$ cat src/rtl/wtch_pkg.sv
// Shared constants and types for the stopwatch/clock datapath.
// Field limits and widths are used by the top and the testbench.
package wtch_pkg;

    localparam int CS_MAX   = 99;
    localparam int SEC_MAX  = 59;
    localparam int MIN_MAX  = 59;
    localparam int HOUR_MAX = 23;

    localparam int CS_W   = 7;
    localparam int SEC_W  = 6;
    localparam int MIN_W  = 6;
    localparam int HOUR_W = 5;

    typedef enum logic [1:0] {
        CAL_NONE = 2'd0,
        CAL_UP   = 2'd1,
        CAL_DN   = 2'd2
    } cal_cmd_e;

endpackage

$ cat src/rtl/wtch_if.sv
// Control and time-field bundle between the datapath and its user.
interface wtch_if;
    import wtch_pkg::*;

    logic              run;
    logic              up;
    logic              dn;
    logic              calib_right;
    logic [CS_W-1:0]   cs;
    logic [SEC_W-1:0]  sec;
    logic [MIN_W-1:0]  min;
    logic [HOUR_W-1:0] hour;
    logic              tick;

    modport master (
        output run, up, dn, calib_right,
        input  cs, sec, min, hour, tick
    );

    modport slave (
        input  run, up, dn, calib_right,
        output cs, sec, min, hour, tick
    );

endinterface

$ cat src/rtl/wtch_mod_counter.sv
// Modulo-(MAX+1) up/down counter; carry flags the MAX->0 wrap on an increment.
module wtch_mod_counter #(
    parameter int MAX = 59,
    parameter int W   = 6
) (
    input  logic         clk,
    input  logic         rst,
    input  logic         inc,
    input  logic         dec,
    output logic [W-1:0] value,
    output logic         carry
);

    localparam logic [W-1:0] MAX_V = W'(MAX);

    always_ff @(posedge clk or posedge rst) begin
        if (rst) begin
            value <= '0;
        end else if (inc && !dec) begin
            value <= (value == MAX_V) ? '0 : value + W'(1);
        end else if (dec && !inc) begin
            value <= (value == '0) ? MAX_V : value - W'(1);
        end
    end

    assign carry = inc && !dec && (value == MAX_V);

endmodule

$ cat src/rtl/wtch_datapath.sv
// Centisecond time base with cs/sec/min(/hour) counters and sec/min calibration.
// Define WTCH_HOUR_EN to build the hour counter; otherwise hour reads 0.
module wtch_datapath
    import wtch_pkg::*;
#(
    parameter int CLK_HZ  = 100_000_000,
    parameter int TICK_HZ = 100
) (
    input  logic   clk,
    input  logic   rst,
    wtch_if.slave  bus
);

    localparam int DIV = CLK_HZ / TICK_HZ;
    localparam int PW  = $clog2(DIV);
    localparam logic [PW-1:0] PSC_TC = PW'(DIV - 1);

    logic [PW-1:0] psc;
    logic          tick_int;
    logic          adv;
    cal_cmd_e      cmd;
    logic          cal_up;
    logic          cal_dn;

    logic [CS_W-1:0]  cs_val;
    logic [SEC_W-1:0] sec_val;
    logic [MIN_W-1:0] min_val;
    logic             cs_carry;
    logic             sec_carry;
    logic             min_carry;

    // Prescaler freezes while paused so resuming keeps the tick phase.
    always_ff @(posedge clk or posedge rst) begin
        if (rst) begin
            psc <= '0;
        end else if (bus.run) begin
            psc <= (psc == PSC_TC) ? '0 : psc + PW'(1);
        end
    end

    assign tick_int = bus.run && (psc == PSC_TC);

    always_comb begin
        cmd = CAL_NONE;
        if (bus.up && !bus.dn) begin
            cmd = CAL_UP;
        end else if (bus.dn && !bus.up) begin
            cmd = CAL_DN;
        end
    end

    assign cal_up = (cmd == CAL_UP);
    assign cal_dn = (cmd == CAL_DN);

    // Any calibration request in a tick cycle swallows that tick.
    assign adv = tick_int && !(bus.up || bus.dn);

    wtch_mod_counter #(.MAX(CS_MAX), .W(CS_W)) u_cs (
        .clk   (clk),
        .rst   (rst),
        .inc   (adv),
        .dec   (1'b0),
        .value (cs_val),
        .carry (cs_carry)
    );

    wtch_mod_counter #(.MAX(SEC_MAX), .W(SEC_W)) u_sec (
        .clk   (clk),
        .rst   (rst),
        .inc   (cs_carry || (cal_up && bus.calib_right)),
        .dec   (cal_dn && bus.calib_right),
        .value (sec_val),
        .carry (sec_carry)
    );

    // sec_carry from a calibration wrap must not ripple into min.
    wtch_mod_counter #(.MAX(MIN_MAX), .W(MIN_W)) u_min (
        .clk   (clk),
        .rst   (rst),
        .inc   ((sec_carry && adv) || (cal_up && !bus.calib_right)),
        .dec   (cal_dn && !bus.calib_right),
        .value (min_val),
        .carry (min_carry)
    );

`ifdef WTCH_HOUR_EN
    logic [HOUR_W-1:0] hour_val;
    logic              unused_hour_carry;

    wtch_mod_counter #(.MAX(HOUR_MAX), .W(HOUR_W)) u_hour (
        .clk   (clk),
        .rst   (rst),
        .inc   (min_carry && adv),
        .dec   (1'b0),
        .value (hour_val),
        .carry (unused_hour_carry)
    );

    assign bus.hour = hour_val;
`else
    logic unused_min_carry;

    assign unused_min_carry = min_carry;
    assign bus.hour         = '0;
`endif

    assign bus.cs   = cs_val;
    assign bus.sec  = sec_val;
    assign bus.min  = min_val;
    assign bus.tick = tick_int;

endmodule
$ cat src/flat_wrapper.sv
// flat-port wrapper written by rule: the top's interface ports become plain ports
module wtch_datapath_flat import wtch_pkg::*;
#(
    parameter int CLK_HZ  = 100_000_000,
    parameter int TICK_HZ = 100
)
  (clk, rst, bus_run, bus_up, bus_dn, bus_calib_right, bus_cs, bus_sec, bus_min, bus_hour, bus_tick);
  wtch_if bus_i ();
  input  logic clk;
  input  logic rst;
  input wire logic [$bits(bus_i.run)-1:0] bus_run;
  input wire logic [$bits(bus_i.up)-1:0] bus_up;
  input wire logic [$bits(bus_i.dn)-1:0] bus_dn;
  input wire logic [$bits(bus_i.calib_right)-1:0] bus_calib_right;
  output wire logic [$bits(bus_i.cs)-1:0] bus_cs;
  output wire logic [$bits(bus_i.sec)-1:0] bus_sec;
  output wire logic [$bits(bus_i.min)-1:0] bus_min;
  output wire logic [$bits(bus_i.hour)-1:0] bus_hour;
  output wire logic [$bits(bus_i.tick)-1:0] bus_tick;
  assign bus_i.run = bus_run;
  assign bus_i.up = bus_up;
  assign bus_i.dn = bus_dn;
  assign bus_i.calib_right = bus_calib_right;
  assign bus_cs = bus_i.cs;
  assign bus_sec = bus_i.sec;
  assign bus_min = bus_i.min;
  assign bus_hour = bus_i.hour;
  assign bus_tick = bus_i.tick;
  wtch_datapath #(.CLK_HZ(CLK_HZ), .TICK_HZ(TICK_HZ)) u_core (.clk(clk), .rst(rst), .bus(bus_i));
endmodule
$ cat config.mk
export PLATFORM = sky130hd
export DESIGN_NAME = wtch_datapath_flat
export DESIGN_NICKNAME = d
export VERILOG_FILES = /design/src/rtl/wtch_pkg.sv /design/src/rtl/wtch_if.sv /design/src/rtl/wtch_mod_counter.sv /design/src/rtl/wtch_datapath.sv /design/src/flat_wrapper.sv
export SDC_FILE = /design/constraint.sdc
export NUM_CORES = 1
export LEC_CHECK = 0
export ABC_AREA = 0
export ABC_CLOCK_PERIOD_IN_PS = 4200
export CAP_MARGIN = 20
export CELL_PAD_IN_SITES_DETAIL_PLACEMENT = 1
export CELL_PAD_IN_SITES_GLOBAL_PLACEMENT = 2
export CORE_MARGIN = 1
export CORE_UTILIZATION = 35
export CTS_CLUSTER_SIZE = 16
export DETAILED_ROUTE_END_ITERATION = 10
export PLACE_DENSITY = 0.92
export RECOVER_POWER = 50
export SYNTH_ARGS = -nofsm -noshare
export SYNTH_HDL_FRONTEND = slang
export SYNTH_SLANG_ARGS = --single-unit
$ cat constraint.sdc
create_clock -name clk -period 4.2 [get_ports clk]
set_input_delay 0.63 -clock clk [delete_from_list [all_inputs] [get_ports clk]]
set_output_delay 0.63 -clock clk [all_outputs]
set_load 0.02 [all_outputs]
* After elaboration in Yosys (flattened, before gate mapping)
Index checks and enable logic that the tools add are counted.
Word-level totals: word-level logic and storage cells 58, register bits after elaboration 39, output and inout bits 25, input port bits 6
Cells by class: reduce and logical (&&, ||, !) cells 30, muxes and demuxes 12, equality and inequality tests 6, add/sub/neg operators 6
Operators with widths (number):
- 6-bit two-way mux | 8
- 20-bit by 1-bit adder with 20-bit output, second input constant | 1
- 20-bit == test, second input constant | 1
- 20-bit two-way mux | 1
- 1-bit logical AND | 15
- 6-bit by 1-bit adder with 6-bit output, second input constant | 2
- 6-bit == test, second input constant | 2
- 6-bit zero test | 2
- 6-bit by 1-bit subtractor with 6-bit output, second input constant | 2
- 1-bit zero test | 8
- 7-bit by 1-bit adder with 7-bit output, second input constant | 1
- 7-bit == test, second input constant | 1
- 7-bit two-way mux | 1
- 2-bit two-way mux | 2
- 2-bit nonzero test | 2
- 1-bit logical OR | 3
- 2-bit by 1-bit == test with 1-bit output, second input constant | 1
- 2-bit == test, second input constant | 1

* Logic depth before layout (Yosys ltp)
Gate-level depths: netlist (run 1).
depth after elaboration 15, mapped depth 16, gate-level depth less buffers 13

* Hierarchy
A second synthesis (run 1) with hierarchy kept.
Unflattened totals: cell total of the unflattened synthesis 317, area total of the unflattened synthesis 2837.7 µm²
By module, submodules not included:
- wtch_mod_counter at u_core.u_min ... | cells each 66, instances 2, area an instance 571.8 µm², sequential area each 150.1 µm²
- wtch_datapath | cells each 114, instances 1, area an instance 1113.6 µm², sequential area each 500.5 µm²
- wtch_mod_counter at u_core.u_cs | cells each 71, instances 1, area an instance 580.6 µm², sequential area each 175.2 µm²

* Least setup slack after synthesis (run 1)
No wires, ideal clock.
kind flip-flop to flip-flop, from register u_core.psc[0], to register u_core.u_min.value[3], clock period less this slack 3.589 ns, path slack 0.611 ns, library setup time 0.142 ns, path buffers 3, stages on the path, launching flop included 16, arrival 3.447 ns, required time 4.058 ns, path through dfrtp_1 ha_1 nand2_1 or3_1 clkbuf_1 or4_1 a21oi_1 ha_1 clkbuf_1 nand3_1 o21ai_0 ha_1 clkbuf_1 o21ai_0 a221oi_1 o221ai_1
Between the ends: word-level cells in the longest chain between the ends 12, elaborated cells on any way between the ends 14, classes of those cells 1 x eq/ne; 1 x mux; 12 x reduce/logical
RTL lines:
- from (decl) | RTL line wtch_datapath.sv:18 | logic [PW-1:0] psc;
- from (signal assigned) | RTL line wtch_datapath.sv:37 | psc <= (psc == PSC_TC) ? '0 : psc + PW'(1);
- 20-bit == test * | RTL line wtch_datapath.sv:41 | assign tick_int = bus.run && (psc == PSC_TC);
- 1-bit logical AND * | RTL line wtch_datapath.sv:41
- 1-bit logical AND * | RTL line wtch_datapath.sv:56 | assign adv = tick_int && !(bus.up || bus.dn);
- 1-bit logical AND | RTL line wtch_mod_counter.sv:26 | assign carry = inc && !dec && (value == MAX_V);
- 1-bit logical OR | RTL line wtch_datapath.sv:70 | .inc (cs_carry || (cal_up && bus.calib_right)),
- 1-bit logical AND (2 in a row) | RTL line wtch_mod_counter.sv:26
- 1-bit logical AND * | RTL line wtch_datapath.sv:80 | .inc ((sec_carry && adv) || (cal_up && !bus.calib_right)),
- 1-bit logical OR * | RTL line wtch_datapath.sv:80
- 1-bit zero test | RTL line wtch_mod_counter.sv:21 | end else if (dec && !inc) begin
- 1-bit logical AND | RTL line wtch_mod_counter.sv:21
- 2-bit nonzero test (no line)
- to (signal assigned) | RTL line wtch_mod_counter.sv:20 | value <= (value == MAX_V) ? '0 : value + W'(1);
- to (signal assigned) | RTL line wtch_mod_counter.sv:22 | value <= (value == '0) ? MAX_V : value - W'(1);
- to (decl) | RTL line wtch_mod_counter.sv:10 | output logic [W-1:0] value,
Every way passes the cells marked *; elsewhere a longest branch is shown, timed or not. A chain may end at the register's enable or synchronous reset.

* Final worst setup path (run 1)
from register u_core.u_cs.value[2], to register u_core.u_min.value[3]
Between the ends: word-level cells in the longest chain between the ends 10, elaborated cells on any way between the ends 12, classes of those cells 1 x eq/ne; 1 x mux; 10 x reduce/logical
RTL lines (RTL line):
- from (decl) | wtch_mod_counter.sv:10
- from (signal assigned) | wtch_mod_counter.sv:20
- from (signal assigned) | wtch_mod_counter.sv:22
- 7-bit == test * | wtch_mod_counter.sv:26
- 1-bit logical AND * | wtch_mod_counter.sv:26
- 1-bit logical OR * | wtch_datapath.sv:70
- 1-bit logical AND * (2 in a row) | wtch_mod_counter.sv:26
- 1-bit logical AND * | wtch_datapath.sv:80
- 1-bit logical OR * | wtch_datapath.sv:80
- 1-bit zero test | wtch_mod_counter.sv:21
- 1-bit logical AND | wtch_mod_counter.sv:21
- 2-bit nonzero test (no line)
Marked as above.

==> results.ini, run 1 <==
[timing]
fin_crit_sh=0.8404
finalHoldViolations=0
drv_slew=40
min_period_ns=3.530
setup_violations=0
max_slew_margin=-0.4301
worst_pin_slew_ns=2.145
rsz0062_at_grt=false
clock.fmax_mhz=283.3
fin_tns_setup_ns=0
skew_ns=0.01032

[floorplanning]
core-area_um2=7214
die_h_um=88.25
num_io_pins=31
dieArea_um2=7788
die_x_um=88.25
start_util=0.3609
num_rows=31

[finish]
fin_cells=412
fill_cells=881
area_growth_syn_to_layout_pct=15.47
final_area_um2=3007
drive_gt1_frac=0.08946
most-common-layout-cells=39 x dfrtp_1, 23 x clkdlybuf4s50_1, 20 x nor2_1, 20 x o21ai_0, 19 x nand2_1
final_common_cell=dfrtp_1
n_antenna_cell=0
layout.nets=328

[synth]
async_flop_share=1.000
netlist.area_leader.share=0.3748
synth_enable_flop_cells=0
ys_types=64
synthesis.area_um2=2604
synth_ff_type=dfrtp_1
synth_top_area_cell=dfrtp_1
yosys_warnings=0
ys_seq_elements=39
synth.avg_cell_area_um2=9.010
synth_area_leaders=dfrtp_1 37%, ha_1 4.8%, xnor2_1 4.0%
yosysSeqAreaShare=0.3748
syn_inst=289

[power_and_ir_drop]
p_per_area_nw_per_um2=483.3
p_leak_uw=0.001204
max-vdd-ir-drop_mv=0.2478

[worst_hold_path]
hold_path.class=register to register

[worst_setup_path]
crit_path_max_fanout=14
worst_path_max_delay_cell=nor4b_1
crit_path_start_kind=register
crit_chain=nor4b_1 -> nand4_1 -> or4_1 -> a21oi_1 -> ha_1 -> nand3_1 -> o21ai_0 -> ha_1 -> o21ai_0 -> a221oi_1 -> o221ai_1
critical_path_class=register to register
critPathMaxStageDelay_ns=0.60
crit_arrival_ns=3.71
critPathRequiredTime_ns=4.38
cp-end-kind=register

[clock_tree]
clk_path_buf_depth=2
post_cts.repair.setup_buffers=0
clock_latency_ns=0.31
clkTransAtPathRegs_ns=0.09
clock-root-buffer=clkbuf_8
cts-buffers-inserted=5
cts_resized=0
cts_tree=done
hold_buffers=0
htreeDepth=2
clock_sinks=39

[global_routing]
grt.overflow.total=0
track_usage=0.1809
grt_pass1_vias=2338
grt_pass1_wl_um=11050
grt_antenna_before_repair=0
grt_max_degree=40

[route]
antenna_left=0
vias=2302
drt_iter0_markers=85
wl_um=6504
drc_errors=0
viasPerCell=5.587
wl_per_cell_um=15.79
first_pass_iters=4

[placement]
dpl.hpwl_um=4653
io_buffers=25
placed_cells=404
dpl-instance-area_um2=2932
finalWeightedCongestion=0.8346

[run_status]
status=complete, but fails checks
violations=capacitance limit, slew limit

[job]
maxCapViolCount=1

-- final cells by class --
cell class | instances | area [µm²] | area share
clock inverters | 3 | 20.02 | 0.006658
clock buffers | 5 | 68.82 | 0.02289
multi-input cells | 219 | 1478 | 0.4915
inverters | 18 | 67.56 | 0.02247
well taps | 99 | 123.9 | 0.04120
repair buffers | 29 | 272.8 | 0.09072
flip-flops and latches | 39 | 975.9 | 0.3246
-- stage by stage --
| stage | setup WS, ns | utilization | total power, µW | hold slack (ns) |
|---|---|---|---|---|
| global route | 0.2831 | 0.4168 | 1556 | 0.5292 |
| finish | 0.6702 | 0.4168 | 1453 | 0.5094 |
| detailed placement | 0.5642 | 0.4063 | 1193 | 0.5185 |
| CTS | 0.7010 | 0.4187 | 1465 | 0.5296 |
| floorplan | 0.6110 | - | 978.8 | 0.4848 |
| global placement | 0.6320 | 0.4063 | 1179 | 0.5084 |
-- worst max-delay path, delay by kind of cell, from the launching register on --
family,cells,cell delay [ns]
simple gates,4,1.26
compound gates,5,0.99
fa+ha+maj,2,0.68
flops,1,0.45
-- cells in the mapped netlist, types with 2 or more instances --
cell	number
or4_1	4
buf_4	5
dfrtp_1	39
nand4_1	7
o211ai_1	2
and4b_1	2
xnor2_1	12
ha_1	10
o21ai_0	20
nor3_2	2
nor2_1	20
nor4bb_1	2
nand3_1	16
and3_1	4
o221ai_1	2
or4b_2	3
or2_2	2
mux2_2	3
or3_1	4
nand4b_1	2
nor2b_1	2
nand2_1	19
nand2b_1	4
nor3b_1	2
nor3_1	4
a21oi_1	11
a31oi_1	5
o32a_1	3
inv_1	18
and2_1	3
nor4_1	3
xor2_1	7
o31ai_1	3
clkbuf_1	10
o22ai_1	3
or3b_2	3
-- flip-flops by register name, summed over array words and instances, names as in the netlist --
signal and flops:
u_core.u_cs.value 7, u_core.u_min.value 6, u_core.u_sec.value 6, u_core.psc 20
-- kinds of logic after synthesis --
family | after synthesis | synth area share
other | 1 | 0.001440
XOR/XNOR | 19 | 0.06391
multiplexers | 5 | 0.02114
AND/OR/NAND/NOR | 116 | 0.2681
buffers and inverters | 35 | 0.06103
flip-flops | 39 | 0.3748
adder cells (fa/ha/maj) | 10 | 0.04805
AO/OA/AOI/OAI | 64 | 0.1615
-- metal layers --
layer / vias to the layer above / wire, µm / GRT usage
li1: 1089 / - / -
met1: 1163 / 2926 / 0.2313
met2: 35 / 3231 / 0.2958
met3: 15 / 166 / 0.02799
met4: 0 / 180 / 0.09384
met5: - / 0 / 0
-- worst paths after layout --
path,slack [ns],from,to,depth (start not counted)
max,0.67,u_core.u_cs.value[2],u_core.u_min.value[3],11
max reg2reg,0.67,u_core.u_cs.value[2],u_core.u_min.value[3],11
min,0.51,u_core.psc[0],u_core.psc[0],1
min in group asynchronous,1.54,rst,u_core.u_min.value[4],3
max in group asynchronous,1.43,rst,u_core.psc[0],3
min reg2reg,0.51,u_core.psc[0],u_core.psc[0],1
-- where the power goes --
part | internal, µW | switching, µW
Combinational | 274 | 299
Sequential | 450 | 163
Clock | 116 | 151
Total | 841 | 613
(Power assumes the default switching activity.)
==> run 2, diff against run 1 <==
ABC_CLOCK_PERIOD_IN_PS = 2900   (was 4200)
CORE_UTILIZATION = 31   (was 35)
PLACE_DENSITY = 0.87   (was 0.92)
clock period = 2.9 ns   (was 4.2 ns; I/O delays follow)
==> run 2 against run 1 <==
Net effect:
- cell area grew 14%
- via count grew 5.4%
- clock power grew 57%
- cell count grew 11%
- the run ends with setup timing left
- largest power group is now combinational logic
- worst hold slack gained 0.042 ns
==> results.ini, run 2 (synthesized netlist as in run 1, its figures left out) <==
[run_status]
status=complete, but fails checks  ; unchanged
violations=setup timing  ; was capacitance limit, slew limit

[worst_setup_path]
crit_chain=ha_2 -> nand2_2 -> or3_4 -> or4_4 -> a21oi_2 -> ha_2 -> nand3_2 -> o21ai_2 -> ha_4 -> buf_6 -> buf_6 -> a41o_1 -> o32a_1 -> o22ai_1  ; was nor4b_1 -> nand4_1 -> or4_1 -> a21oi_1 -> ha_1 -> nand3_1 -> o21ai_0 -> ha_1 -> o21ai_0 -> a221oi_1 -> o221ai_1
crit_arrival_ns=3.10  ; was 3.71 ns
crit_path_max_fanout=6  ; was 14
reg2reg_from=u_core.psc[0]  ; was u_core.u_cs.value[2]
r2r_setup_slack_ns=-0.02  ; was 0.67 ns
cp-end-kind=register  ; unchanged
path_delay_family=simple AND/OR/NAND/NOR gates  ; unchanged
critPathRequiredTime_ns=3.09  ; was 4.38 ns
critPathMaxStageDelay_ns=0.52  ; was 0.60 ns
reg2reg_depth=14  ; was 11
crit_path_start_kind=register  ; unchanged
cp_num_buf_inv=2  ; was 0
worst_path_max_delay_cell=or4_4  ; was nor4b_1
critical_path_class=register to register  ; unchanged
reg2reg_to=u_core.u_min.value[5]  ; was u_core.u_min.value[3]

[route]
vias=2426  ; was 2,302
wl_um=7162  ; was 6504 µm
drc_errors=0  ; unchanged
wl_per_cell_um=15.64  ; was 15.79 µm
first_pass_iters=4  ; unchanged
viasPerCell=5.297  ; was 5.587
drt_iter0_markers=110  ; was 85
antenna_left=0  ; unchanged

[finish]
area_growth_syn_to_layout_pct=31.09  ; was 15.47%
largest_reg_flops=20  ; unchanged
largest_register=u_core.psc  ; unchanged
fill_cells=959  ; was 881
final_area_um2=3413  ; was 3007 µm²
most-common-layout-cells=39 x dfrtp_1, 38 x buf_4, 24 x clkdlybuf4s50_1  ; was 39 x dfrtp_1, 23 x clkdlybuf4s50_1, 20 x nor2_1, 20 x o21ai_0, 19 x nand2_1
finalCoreUtilization=0.4175  ; was 0.4168
drive_gt1_frac=0.2351  ; was 0.08946
multi_input_area_um2=1556  ; was 1478 µm²
top_regs=u_core.psc (20), u_core.u_cs.value (7)  ; unchanged
final_common_cell=dfrtp_1  ; unchanged
seqCellArea_um2=975.9  ; unchanged
layout.nets=368  ; was 328
n_antenna_cell=0  ; unchanged

[clock_tree]
clock_sinks=39  ; unchanged
hold_buffers=0  ; unchanged
clock-root-buffer=clkbuf_8  ; unchanged
htreeDepth=2  ; unchanged
clk_path_buf_depth=2  ; unchanged
cts_tree=done  ; unchanged
clock_latency_ns=0.30  ; was 0.31 ns
cts-buffers-inserted=5  ; unchanged
clkTransAtPathRegs_ns=0.08  ; was 0.09 ns

[timing]
min_period_ns=2.916  ; was 3.530 ns
clock.fmax_mhz=342.9  ; was 283.3 MHz
setup_ws_ns=-0.01639  ; was 0.6702 ns
fin_crit_sh=1.006  ; was 0.8404
skew_ns=0.008858  ; was 0.01032 ns
setup_violations=4  ; was 0
rsz0062_at_grt=true  ; was false
drv_slew=0  ; was 40
finalHoldViolations=0  ; unchanged
worst_pin_slew_ns=1.046  ; was 2.145 ns
max_slew_margin=0.3026  ; was -0.4301

[power_and_ir_drop]
total_power_uw=2242  ; was 1453 µW
max-vdd-ir-drop_mv=0.1942  ; was 0.2478 mV
p_leak_uw=0.001431  ; was 0.001204 µW
p_per_area_nw_per_um2=656.7  ; was 483.3 nW/µm²

[placement]
dpl.hpwl_um=5171  ; was 4653 µm
finalWeightedCongestion=0.8551  ; was 0.8346
io_buffers=25  ; unchanged
dpl-instance-area_um2=3229  ; was 2932 µm²
pre_cts_ws_ns=-0.1728  ; was 0.5642 ns

[global_routing]
track_usage=0.1739  ; was 0.1809
grt_pass1_wl_um=11850  ; was 11,050 µm
grt.overflow.total=0  ; unchanged
grt_antenna_before_repair=0  ; unchanged
grt_max_degree=40  ; unchanged
grt_pass1_vias=2472  ; was 2,338

[floorplanning]
core-area_um2=8175  ; was 7214 µm²
die_h_um=93.65  ; was 88.25 µm
num_rows=33  ; was 31
die_x_um=93.65  ; was 88.25 µm
dieArea_um2=8769  ; was 7788 µm²
start_util=0.3185  ; was 0.3609
num_io_pins=31  ; unchanged

[worst_hold_path]
hold_path.class=register to register  ; unchanged
hold_end=u_core.psc[18]  ; was u_core.psc[0]
worst_hold_path.num_cells=2  ; was 1
timing.hold.worst.start=u_core.psc[18]  ; was u_core.psc[0]

[job]
maxCapViolCount=0  ; was 1

## run 2: area by class of cell
class                      count  share of cell area
clock buffer                   8             0.02933
inverter                      18             0.01979
multi-input combinational    219              0.4560
sequential                    39              0.2859
tap                          105             0.03849
timing repair buffer          69              0.1705
## run 2: how the worst max path moves through the flow
stage                  startpoint                     to  slack [ns]  cells past startpoint
floorplan           u_core.psc[0]  u_core.u_min.value[3]       -0.26                     15
global placement          bus_run  u_core.u_min.value[5]       -0.04                     11
detailed placement        bus_run  u_core.u_min.value[3]       -0.17                      9
CTS                 u_core.psc[0]  u_core.u_min.value[0]       -0.03                     14
global route        u_core.psc[0]  u_core.u_min.value[0]       -0.15                     14
finish              u_core.psc[0]  u_core.u_min.value[5]       -0.02                     14
## run 2: tightest hold or removal path: stages (launching register included)
cell and delay, ns:
dfrtp_1 0.39, o31ai_1 0.07, a21oi_1 0.05
## run 2: power by group
| group | total, µW | internal, µW | leakage, µW | switching [µW] |
|---|---|---|---|---|
| Sequential | 871 | 652 | 0.000503 | 218 |
| Combinational | 951 | 464 | 0.000876 | 487 |
| Clock | 420 | 217 | 0.0000515 | 203 |
## run 2: through the flow
step	TNS, ns	hold slack (ns)	std cells
after floorplan	-0.7930	0.4848	293
after global placement	-0.09077	0.5340	447
after detailed placement	-0.6382	0.5481	447
after CTS	-0.1150	0.5586	458
after global routing	-0.7138	0.5840	458
final	-0.03179	0.5514	458
## run 2: repair_timing
| item | CTS | global route |
|---|---|---|
| pin swaps | 13 | 12 |
| endpoints found under the setup margin | 5 | 7 |
| resized for setup | 17 | 5 |
| buffers inserted | 3 | 1 |
## run 2: routing by layer
metal / vias up / share of wire / wire length [µm] / global-route usage
met2: 31 / 0.51 / 3663 / 0.3039
met1: 1218 / 0.45 / 3215 / 0.2151
li1: 1170 / - / - / -
met4: 0 / 0.011 / 77 / 0.06026
met3: 7 / 0.029 / 205 / 0.02927
met5: - / 0 / 0 / 0
